$ cat src/rtl/synth_pkg.sv
// Shared definitions for the voice scheduler slice.
//   - Datapath widths (phase accumulator, wavetable sample, mix accumulator).
//   - Pipeline-state encodings presented on o_pipeline_state.
//   - Scheduler FSM state type and the voice-table entry layout.
//   - Helpers: pipeline-state decode and saturation of the mix to a sample.
package synth_pkg;

    localparam int PHASE_W     = 24;
    localparam int SAMPLE_W    = 16;
    localparam int ACC_W       = 24;
    localparam int VOICE_W     = 8;
    localparam int WAVE_W      = 4;
    localparam int PHASE_OUT_W = 10;

    localparam logic [1:0] PIPE_READ      = 2'd0;
    localparam logic [1:0] PIPE_COMPUTE   = 2'd1;
    localparam logic [1:0] PIPE_WRITEBACK = 2'd2;
    localparam logic [1:0] PIPE_IDLE      = 2'd3;

    typedef enum logic [2:0] {
        ST_IDLE      = 3'd0,
        ST_READ      = 3'd1,
        ST_COMPUTE   = 3'd2,
        ST_WRITEBACK = 3'd3,
        ST_DONE      = 3'd4
    } sched_state_e;

    typedef struct packed {
        logic                gate;
        logic [WAVE_W-1:0]   wave;
        logic [PHASE_W-1:0]  delta;
        logic [PHASE_W-1:0]  phase;
    } voice_entry_t;

    // Map an FSM state onto the externally visible pipeline stage code.
    function automatic logic [1:0] pipe_encode(input sched_state_e st);
        logic [1:0] code;
        case (st)
            ST_READ:      code = PIPE_READ;
            ST_COMPUTE:   code = PIPE_COMPUTE;
            ST_WRITEBACK: code = PIPE_WRITEBACK;
            default:      code = PIPE_IDLE;
        endcase
        return code;
    endfunction

    // Clamp a mix-accumulator value into the signed sample range.
    function automatic logic signed [SAMPLE_W-1:0] sat_to_sample(
        input logic signed [ACC_W-1:0] v
    );
        logic signed [ACC_W-1:0] hi_lim;
        logic signed [ACC_W-1:0] lo_lim;
        logic signed [SAMPLE_W-1:0] res;
        hi_lim = 24'sd32767;
        lo_lim = -24'sd32768;
        if (v > hi_lim) begin
            res = 16'sh7FFF;
        end else if (v < lo_lim) begin
            res = 16'sh8000;
        end else begin
            res = v[SAMPLE_W-1:0];
        end
        return res;
    endfunction

endpackage

$ cat src/rtl/voice_state_ram.sv
// Voice table: one entry (gate, wave, delta, phase) per voice.
//   i_clk, i_reset : clock and synchronous active-high reset (clears every entry)
//   rd_addr/rd_data: asynchronous read port
//   wr_en/wr_addr/wr_data: synchronous write port
// The scheduler never reads and writes the same address in one cycle, so no
// read-during-write bypass is needed. Out-of-range addresses read as zero and
// are never written.
module voice_state_ram
    import synth_pkg::*;
#(
    parameter int DEPTH = 16,
    parameter int AW    = 4
) (
    input  logic          i_clk,
    input  logic          i_reset,
    input  logic [AW-1:0] rd_addr,
    output voice_entry_t  rd_data,
    input  logic          wr_en,
    input  logic [AW-1:0] wr_addr,
    input  voice_entry_t  wr_data
);

    localparam logic [AW:0] DEPTH_L = (AW+1)'(DEPTH);

    voice_entry_t mem_r [DEPTH];

    // Table storage: full clear on reset, otherwise single-entry write.
    always_ff @(posedge i_clk) begin
        if (i_reset) begin
            for (int i = 0; i < DEPTH; i++) begin
                mem_r[i] <= '0;
            end
        end else if (wr_en && ({1'b0, wr_addr} < DEPTH_L)) begin
            mem_r[wr_addr] <= wr_data;
        end
    end

    // Read port with range guard for non-power-of-two depths.
    always_comb begin
        rd_data = '0;
        if ({1'b0, rd_addr} < DEPTH_L) begin
            rd_data = mem_r[rd_addr];
        end else begin
            rd_data = '0;
        end
    end

endmodule

$ cat src/rtl/voice_scheduler.sv
// Voice scheduler: on each sample tick, sweeps all voices through a
// READ -> COMPUTE -> WRITEBACK wavetable pipeline, advances every voice phase,
// sums the samples of gated voices and presents a saturated mix.
//   i_clk, i_reset          : clock, synchronous active-high reset
//   i_sample_tick           : starts a sweep (dropped with o_overrun if busy)
//   i_upd_* / o_upd_ready   : voice-update handshake, only taken while idle
//   o_voice_index, o_phase,
//   o_wave_select           : current voice presented to the wavetable
//   o_pipeline_state        : 0 read, 1 compute, 2 writeback, 3 idle/done
//   i_sample                : wavetable output, sampled in writeback
//   o_mix, o_mix_valid      : mixed sample and its one-cycle strobe
//   o_busy, o_overrun       : sweep in progress, dropped-tick pulse
module voice_scheduler
    import synth_pkg::*;
#(
    parameter int NUM_VOICES = 16,
    parameter int MIX_SHIFT  = 4
) (
    input  logic                          i_clk,
    input  logic                          i_reset,
    input  logic                          i_sample_tick,
    input  logic                          i_upd_valid,
    output logic                          o_upd_ready,
    input  logic [VOICE_W-1:0]            i_upd_voice,
    input  logic [PHASE_W-1:0]            i_upd_delta,
    input  logic [WAVE_W-1:0]             i_upd_wave,
    input  logic                          i_upd_gate,
    output logic [VOICE_W-1:0]            o_voice_index,
    output logic [1:0]                    o_pipeline_state,
    output logic [PHASE_OUT_W-1:0]        o_phase,
    output logic [WAVE_W-1:0]             o_wave_select,
    input  logic signed [SAMPLE_W-1:0]    i_sample,
    output logic signed [SAMPLE_W-1:0]    o_mix,
    output logic                          o_mix_valid,
    output logic                          o_busy,
    output logic                          o_overrun
);

    localparam int AW = (NUM_VOICES > 1) ? $clog2(NUM_VOICES) : 1;
    localparam logic [VOICE_W-1:0] LAST_VOICE  = VOICE_W'(NUM_VOICES - 1);
    localparam logic [VOICE_W:0]   VOICE_LIMIT = (VOICE_W+1)'(NUM_VOICES);

    sched_state_e             state_r;
    sched_state_e             state_s;
    logic [VOICE_W-1:0]       voice_r;
    logic [VOICE_W-1:0]       next_voice_s;
    logic signed [ACC_W-1:0]  acc_r;
    logic signed [ACC_W-1:0]  acc_shift_s;
    voice_entry_t             cur_r;

    logic                     load_s;
    logic                     clr_acc_s;
    logic                     wb_s;
    logic                     done_s;
    logic                     upd_ready_s;
    logic                     upd_write_s;

    logic [AW-1:0]            rd_addr_s;
    voice_entry_t             rd_data_s;
    logic                     wr_en_s;
    logic [AW-1:0]            wr_addr_s;
    voice_entry_t             wr_data_s;

    // A tick in the same cycle takes priority over an update.
    assign upd_ready_s = (state_r == ST_IDLE) && !i_sample_tick;
    assign o_upd_ready = upd_ready_s;
    // Out-of-range voices are handshaken but never written.
    assign upd_write_s = i_upd_valid && upd_ready_s &&
                         ({1'b0, i_upd_voice} < VOICE_LIMIT);
    assign acc_shift_s = acc_r >>> MIX_SHIFT;

    voice_state_ram #(
        .DEPTH (NUM_VOICES),
        .AW    (AW)
    ) u_ram (
        .i_clk   (i_clk),
        .i_reset (i_reset),
        .rd_addr (rd_addr_s),
        .rd_data (rd_data_s),
        .wr_en   (wr_en_s),
        .wr_addr (wr_addr_s),
        .wr_data (wr_data_s)
    );

    // FSM state register.
    always_ff @(posedge i_clk) begin
        if (i_reset) begin
            state_r <= ST_IDLE;
        end else begin
            state_r <= state_s;
        end
    end

    // FSM next-state and per-state control strobes.
    always_comb begin
        state_s      = state_r;
        next_voice_s = voice_r;
        load_s       = 1'b0;
        clr_acc_s    = 1'b0;
        wb_s         = 1'b0;
        done_s       = 1'b0;
        case (state_r)
            ST_IDLE: begin
                if (i_sample_tick) begin
                    state_s      = ST_READ;
                    next_voice_s = {VOICE_W{1'b0}};
                    load_s       = 1'b1;
                    clr_acc_s    = 1'b1;
                end else begin
                    state_s = ST_IDLE;
                end
            end
            ST_READ: begin
                state_s = ST_COMPUTE;
            end
            ST_COMPUTE: begin
                state_s = ST_WRITEBACK;
            end
            ST_WRITEBACK: begin
                wb_s = 1'b1;
                if (voice_r == LAST_VOICE) begin
                    state_s = ST_DONE;
                end else begin
                    state_s      = ST_READ;
                    next_voice_s = voice_r + 8'd1;
                    load_s       = 1'b1;
                end
            end
            ST_DONE: begin
                done_s  = 1'b1;
                state_s = ST_IDLE;
            end
            default: begin
                state_s = ST_IDLE;
            end
        endcase
    end

    // Table port steering: sweep reads the next voice, idle reads the update
    // target so a gate-on can detect the 0->1 edge. Writeback and updates are
    // mutually exclusive because updates are only accepted in IDLE.
    always_comb begin
        rd_addr_s = next_voice_s[AW-1:0];
        wr_en_s   = 1'b0;
        wr_addr_s = voice_r[AW-1:0];
        wr_data_s = cur_r;
        if (upd_ready_s) begin
            rd_addr_s = i_upd_voice[AW-1:0];
        end else begin
            rd_addr_s = next_voice_s[AW-1:0];
        end
        if (wb_s) begin
            wr_en_s         = 1'b1;
            wr_addr_s       = voice_r[AW-1:0];
            wr_data_s       = cur_r;
            wr_data_s.phase = cur_r.phase + cur_r.delta;
        end else if (upd_write_s) begin
            wr_en_s         = 1'b1;
            wr_addr_s       = i_upd_voice[AW-1:0];
            wr_data_s.gate  = i_upd_gate;
            wr_data_s.wave  = i_upd_wave;
            wr_data_s.delta = i_upd_delta;
            if (i_upd_gate && !rd_data_s.gate) begin
                wr_data_s.phase = {PHASE_W{1'b0}};
            end else begin
                wr_data_s.phase = rd_data_s.phase;
            end
        end else begin
            wr_en_s = 1'b0;
        end
    end

    // Sweep datapath: current-voice capture and the mix accumulator.
    always_ff @(posedge i_clk) begin
        if (i_reset) begin
            voice_r <= {VOICE_W{1'b0}};
            cur_r   <= '0;
            acc_r   <= {ACC_W{1'b0}};
        end else begin
            if (load_s) begin
                voice_r <= next_voice_s;
                cur_r   <= rd_data_s;
            end
            if (clr_acc_s) begin
                acc_r <= {ACC_W{1'b0}};
            end else if (wb_s && cur_r.gate) begin
                acc_r <= acc_r + ACC_W'(i_sample);
            end
        end
    end

    // Registered outputs; voice fields are loaded on entry to READ so they
    // stay stable through WRITEBACK of that voice.
    always_ff @(posedge i_clk) begin
        if (i_reset) begin
            o_voice_index    <= {VOICE_W{1'b0}};
            o_phase          <= {PHASE_OUT_W{1'b0}};
            o_wave_select    <= {WAVE_W{1'b0}};
            o_pipeline_state <= PIPE_IDLE;
            o_mix            <= 16'sd0;
            o_mix_valid      <= 1'b0;
            o_busy           <= 1'b0;
            o_overrun        <= 1'b0;
        end else begin
            if (load_s) begin
                o_voice_index <= next_voice_s;
                o_phase       <= rd_data_s.phase[PHASE_W-1 -: PHASE_OUT_W];
                o_wave_select <= rd_data_s.wave;
            end
            if (done_s) begin
                o_mix <= sat_to_sample(acc_shift_s);
            end
            o_mix_valid      <= done_s;
            o_pipeline_state <= pipe_encode(state_s);
            o_busy           <= (state_s != ST_IDLE);
            o_overrun        <= i_sample_tick && (state_r != ST_IDLE);
        end
    end

endmodule

$ cat config.mk
export PLATFORM = sky130hd
export DESIGN_NAME = voice_scheduler
export DESIGN_NICKNAME = d
export VERILOG_FILES = /design/src/rtl/synth_pkg.sv /design/src/rtl/voice_state_ram.sv /design/src/rtl/voice_scheduler.sv
export SDC_FILE = /design/constraint.sdc
export NUM_CORES = 2
export LEC_CHECK = 0
export CAP_MARGIN = 20
export CELL_PAD_IN_SITES_DETAIL_PLACEMENT = 0
export CELL_PAD_IN_SITES_GLOBAL_PLACEMENT = 1
export CORE_MARGIN = 1
export CORE_UTILIZATION = 35
export DETAILED_ROUTE_END_ITERATION = 7
export PLACE_DENSITY = 0.59
export SLEW_MARGIN = 20
export SYNTH_ARGS = -nofsm -noshare
export SYNTH_HDL_FRONTEND = slang
export SYNTH_SLANG_ARGS = --single-unit
$ cat constraint.sdc
create_clock -name i_clk -period 10.85 [get_ports i_clk]
set_clock_uncertainty 0.05 [all_clocks]
set_input_delay 1.085 -clock i_clk [delete_from_list [all_inputs] [get_ports i_clk]]
set_output_delay 1.085 -clock i_clk [all_outputs]
set_load 0.02 [all_outputs]
# ---- Yosys cells after proc, flatten, opt, wreduce, memory -nomap -nowiden
# Memories as Yosys holds them, arrays and structs flattened.
# Cells that the tools add are included.
dict set report word_totals {
  memories 1
  wordCells 77
  ff_bits 119
  in_bits 57
  ram_bits 848
}
dict set report op_classes {
  n_eq_ne 10
  n_addsub 3
  n_lt_le_gt_ge 3
  reduce_logical 15
  muxes 31
}
# memory depth width rd rd_ports_with_merged_regs write_ports line_no
set mem_list {}
lappend mem_list {u_ram.mem_r 16 53 1 0 16 voice_state_ram.sv:25} ;# voice_entry_t mem_r [DEPTH];
# cell count
set op_table {}
lappend op_table {{2-to-1 mux 53 bit} 3}
lappend op_table {{OR reduction 53 bit} 1}
lappend op_table {{2-to-1 mux 16 bit} 2}
lappend op_table {{adder 24 x 16 -> 24 bit} 1}
lappend op_table {{adder 24 bit} 1}
lappend op_table {{2-to-1 mux 24 bit} 1}
lappend op_table {{> comparator 20 x 16 -> 1 bit (second input constant)} 1}
lappend op_table {{less-than comparator 20 x 16 -> 1 bit (second input constant)} 1}
lappend op_table {{2-to-1 mux 4 bit} 4}
lappend op_table {{2-to-1 mux 8 bit} 2}
lappend op_table {{case mux 8 bit (2 select lines)} 1}
lappend op_table {{2-to-1 mux 1 bit} 14}
lappend op_table {{equality test 3 x 2 -> 1 bit (second input constant)} 4}
lappend op_table {{case mux 3 bit (4 select lines)} 1}
lappend op_table {{adder 8 x 1 -> 8 bit (second input constant)} 1}
lappend op_table {{equality test 8 x 4 -> 1 bit (second input constant)} 1}
lappend op_table {{less-than comparator 8 x 5 -> 1 bit (second input constant)} 1}
lappend op_table {{equality test 3 x 1 -> 1 bit (second input constant)} 2}
lappend op_table {{logical AND 1 bit} 6}
lappend op_table {{case mux 2 bit (3 select lines)} 1}
lappend op_table {{nonzero test 3 bit} 2}
lappend op_table {{inequality test 2 bit (second input constant)} 2}
lappend op_table {{AND reduction 4 bit} 1}
lappend op_table {{equality test 3 bit (second input constant)} 1}
lappend op_table {{other kinds (6)} 7}

# ---- Depth between registers and ports, before layout
dict set report depth {
  depth_word 11
  ltp_mapped 17
  ltp_nobuf 12
}

# ---- Modules after synthesis
# From an unflattened synthesis, not the netlist that was laid out.
dict set report unflattened {
  hier_cells 3262
  area_unflattened_um2 44826.7
}
# mod seq_area_each_um2 cells_per_inst area_per_inst_um2 n_inst
set by_module_without_submodules {}
lappend by_module_without_submodules {voice_state_ram 25464.4 2316 37657.4 1}
lappend by_module_without_submodules {voice_scheduler 2182.1 946 7169.4 1}

# ---- Worst setup path after synthesis
# No wires, ideal clock.
dict set report synth_timing {
  path_type {input to register}
  startpoint {input i_sample_tick}
  endpoint {memory u_ram.mem_r[3][0] (netlist bit) (enable)}
  setup_time_ns 0.419
  cell_stages 9
  t_arrival_ns 4.457
  required_ns 10.381
  n_path_buf 2
  setup_slack_ns 5.924
  path_cell_list {nor4_4 > clkbuf_1 > nand2_1 > or2_2 > clkbuf_1 > or3_1 > a21oi_1 > nand2_1 > nand2b_1}
}
# item line_no
set synth_rtl {}
lappend synth_rtl {{start, declared} voice_scheduler.sv:21} ;# input logic i_sample_tick,
lappend synth_rtl {{end, declared} voice_state_ram.sv:25}

==> impl_metrics.py <==
metrics = {
    "cts": {
        "holdBufCountCts": 0,
        "cts_root_buffer": "clkbuf_16",
        "worst_setup_hold_path_clk_slew_ns": 0.06,
        "cts_max_level": 3,
        "cts_sinks": 957,
        "cts_resized": 0,
        "post-cts-setup-buffers": 0,
        "cts_buffers": 105,
        "clock_latency_at_the_later_pin_of_the_worst_skew_pair_ns": 0.73,
        "clk_path_buf_depth": 3,
        "tritoncts": "done",
    },
    "timing": {
        "unrepaired_setup_endpoints_after_global_routing": "false",
        "max_freq_mhz": 159,
        "slew_hr": 0.258,
        "period_needed_ns": 6.28,
        "final_report_setup_violation_count": 0,
        "totalNegativeSetupSlack_ns": 0,
        "worstMarginPinSlew_ns": 1.11,
        "final_hold_viol_count": 0,
        "final_min_period_over_clock_period": 0.579,
        "timing.final.max_slew_violations": 0,
        "hold_slack_ns": 0.399,
    },
    "placement": {
        "routabilityCongestion": 0.812,
        "port_buffers": 100,
        "dp.final_hpwl_mm": 84.3,
    },
    "logic_synthesis": {
        "ys_ff_latch": 957,
        "post_synthesis_instance_total": 4008,
        "synth-warning-count": 0,
        "ys.flop_type": "edfxtp_1",
        "synth_enable_flop_cells": 848,
        "post_synth.cell_area_avg_um2": 11.0,
        "synth_sequential_area_ratio": 0.624,
        "synthesis.nets": 4114,
        "distinct_cell_type_count_after_synthesis": 74,
        "post_synth_instance_area_mm2": 0.0443,
        "synth_async_sr_flop_share": 0,
    },
    "power_and_ir_drop": {
        "p_int_w": 0.00670,
        "pwr-share-comb": 0.189,
        "power_density_mw_per_mm2": 191,
        "power.clock.fraction": 0.366,
        "static-leakage-power_nw": 17.7,
        "pwr-share-seq": 0.445,
        "p_sw_w": 0.00290,
        "vdd_ir_drop_max_mv": 0.139,
        "switching_share": 0.302,
    },
    "floorplan": {
        "chipHeight_um": 358,
        "floorplan.rows": 130,
        "core_mm2": 0.126,
        "ioPinCount": 101,
        "design.die.area_mm2": 0.128,
        "floorplan.initialDensity": 0.353,
        "horizontal_die_dimension_um": 358,
    },
    "grt": {
        "grt_overflow_total": 0,
        "track_usage": 0.254,
        "grt_antenna_before_repair": 7,
        "pin_count_of_the_biggest_net_entering_global_routing": 133,
        "first_pass_grt_wire_length_mm": 233,
        "vias_in_the_first_global_route": 31558,
    },
    "cells_and_area": {
        "leading_cell_type_in_the_layout_fill_and_taps_excluded": "nor2_1",
        "proportion_of_layout_cells_with_a_drive_suffix_above_1": 0.0992,
        "layout.core_utilization": 0.401,
        "layout.nets": 4069,
        "commonest_cells_after_routing_fill_and_taps_aside": "930 x nor2_1, 848 x edfxtp_1, 494 x nand2_1",
        "synthToLayoutAreaGrowth_pct": 13.6,
    },
    "critical_path": {
        "worst_ep_required_time_ns": 11.23,
        "arrival_ns": 6.67,
        "critical_path.reg2reg.startpoint": "o_voice_index[1]$_SDFFE_PP0P_",
        "timing.critical_path.from_type": "flop",
        "reg2reg_depth": 13,
        "timing.critical_path.cells": "ha_1 -> and3_1 -> nand2_1 -> a22oi_2 -> buf_4 -> and2_4 -> buf_4 -> mux2i_1 -> a211o_1 -> a41oi_2 -> a221oi_2 -> clkbuf_4 -> nor2_1",
        "cell_seen_most_often_among_critical_path_stages": "buf_4",
        "end_kind": "flop",
        "crit_path_top_delay_cell": "and2_4",
        "critical-path-max-stage-delay_ns": 0.85,
        "critPathKind": "flop to flop",
        "maximum_fanout_along_the_worst_path": 51,
        "r2r_slack_ns": 4.57,
        "timing.rr.end": "u_ram.mem_r[14][12]$_SDFFCE_PN0P_",
    },
    "worst_hold_path": {
        "whs_path_depth": 2,
        "hold_removal_path_class": "flop to flop",
        "hold-path-endpoint": "o_mix[0]$_SDFFE_PP0P_",
        "holdCritStartpoint": "o_mix[0]$_SDFFE_PP0P_",
    },
    "flow_run": {
        "count_of_max_cap_constraint_violations": 0,
    },
    "drt": {
        "detailedRoute.firstPassIterationCount": 8,
        "remaining_drc_errors": 0,
        "ant_nets": 0,
        "drt_wl_total_mm": 164,
        "detailroute.via_count": 32682,
        "via_per_inst": 5.73,
        "dr.first_iter.drc_count": 3368,
        "mean_routed_wirelength_per_cell_um": 28.8,
    },
    "status": {
        "run_status": "completed",
    },
}
metal layers:
layer  GRT usage  wire, um  vias to the layer above
met2       0.412     76500                     1328
met3      0.0383     12000                      258
met1       0.348     71100                    16672
met4      0.0792      4430                       10
li1            -         -                    14414
met5           0        74                        -
cells in the mapped netlist (45+ instances only):
master / count / area (um2)
o21ai_0: 55 / 275
edfxtp_1: 848 / 25500
clkbuf_1: 269 / 1010
dfxtp_1: 109 / 2180
a211oi_1: 111 / 833
ha_1: 47 / 588
nand2_1: 511 / 1920
a211o_1: 57 / 499
nor2_1: 931 / 3490
a311oi_1: 86 / 753
a21oi_1: 129 / 646
buf_2: 45 / 225
mux2i_1: 60 / 601
nand3_1: 162 / 811
and3_1: 110 / 688
mux4_2: 50 / 1130
logic make-up after synthesis:
kind of cell	after synthesis	synth area share
AND/OR/NAND/NOR	1833	0.173
flip-flops	957	0.624
AO/OA/AOI/OAI	648	0.107
buffers and inverters	382	0.0364
multiplexers	111	0.0392
adder cells (fa/ha/maj)	49	0.0142
XOR/XNOR	28	0.00554
metrics by stage:
stage / setup WS (ns) / cell area (um2) / instances / total power, W
2_1_floorplan: 5.92 / 44300 / 4008 / 0.00548
3_3_place_gp: 4.03 / 46900 / 5500 / 0.00613
3_5_place_dp: 3.91 / 47000 / 5500 / 0.00614
4_1_cts: 4.39 / 50200 / 5695 / 0.00963
5_1_grt: 4.27 / 50300 / 5702 / 0.00992
6_report: 4.57 / 50300 / 5704 / 0.00961
power groups by stage:
stage               Clock [W]  Combinational (W)  Sequential [W]
floorplan                   0            0.00119         0.00429
global placement            0            0.00178         0.00435
detailed placement          0            0.00179         0.00435
CTS                   0.00356            0.00179         0.00427
global route          0.00370            0.00194         0.00428
finish                0.00352            0.00181         0.00427
worst max path at each step:
stage | startpoint | to | slack, ns | cells after the start
3_3_place_gp | i_sample_tick | u_ram.mem_r[10][10]$_SDFFCE_PN0P_ | 4.03 | 11
4_1_cts | o_voice_index[1]$_SDFFE_PP0P_ | u_ram.mem_r[6][17]$_SDFFCE_PN0P_ | 4.39 | 12
6_report | o_voice_index[1]$_SDFFE_PP0P_ | u_ram.mem_r[14][12]$_SDFFCE_PN0P_ | 4.57 | 13
5_1_grt | o_voice_index[1]$_SDFFE_PP0P_ | u_ram.mem_r[7][12]$_SDFFCE_PN0P_ | 4.27 | 13
3_5_place_dp | i_sample_tick | u_ram.mem_r[6][17]$_SDFFCE_PN0P_ | 3.91 | 12
2_1_floorplan | i_sample_tick | u_ram.mem_r[3][0]$_SDFFCE_PN0P_ | 5.92 | 9
critical path: cells and delay by family, from the launching register on:
kind | cells | cell delay [ns]
AOI/OAI and AO/OA | 4 | 1.61
adders and majority gates | 1 | 0.30
buffers and inverters | 3 | 1.68
DFF | 1 | 0.60
muxes | 1 | 0.27
and+or+nand+nor | 4 | 1.45
state kept, by name (all words and copies together), names as in the netlist:
name and count:
o_overrun 1, o_voice_index 8, cur_r 49, o_pipeline_state 2
o_mix_valid 1, u_ram.mem_r 848, o_mix 16, o_wave_select 4
state_r 3, o_busy 1, acc_r 24
layout make-up:
cell class	instances	area, um2
Fill cell	12116	75300
Sequential cell	957	27600
Multi-Input combinational cell	2669	15400
Clock buffer	141	2900
Tap cell	1650	2060
Timing Repair Buffer	204	1800
Clock inverter	54	402
Inverter	26	97.6
Antenna cell	3	7.51
(Power assumes the default switching activity.)
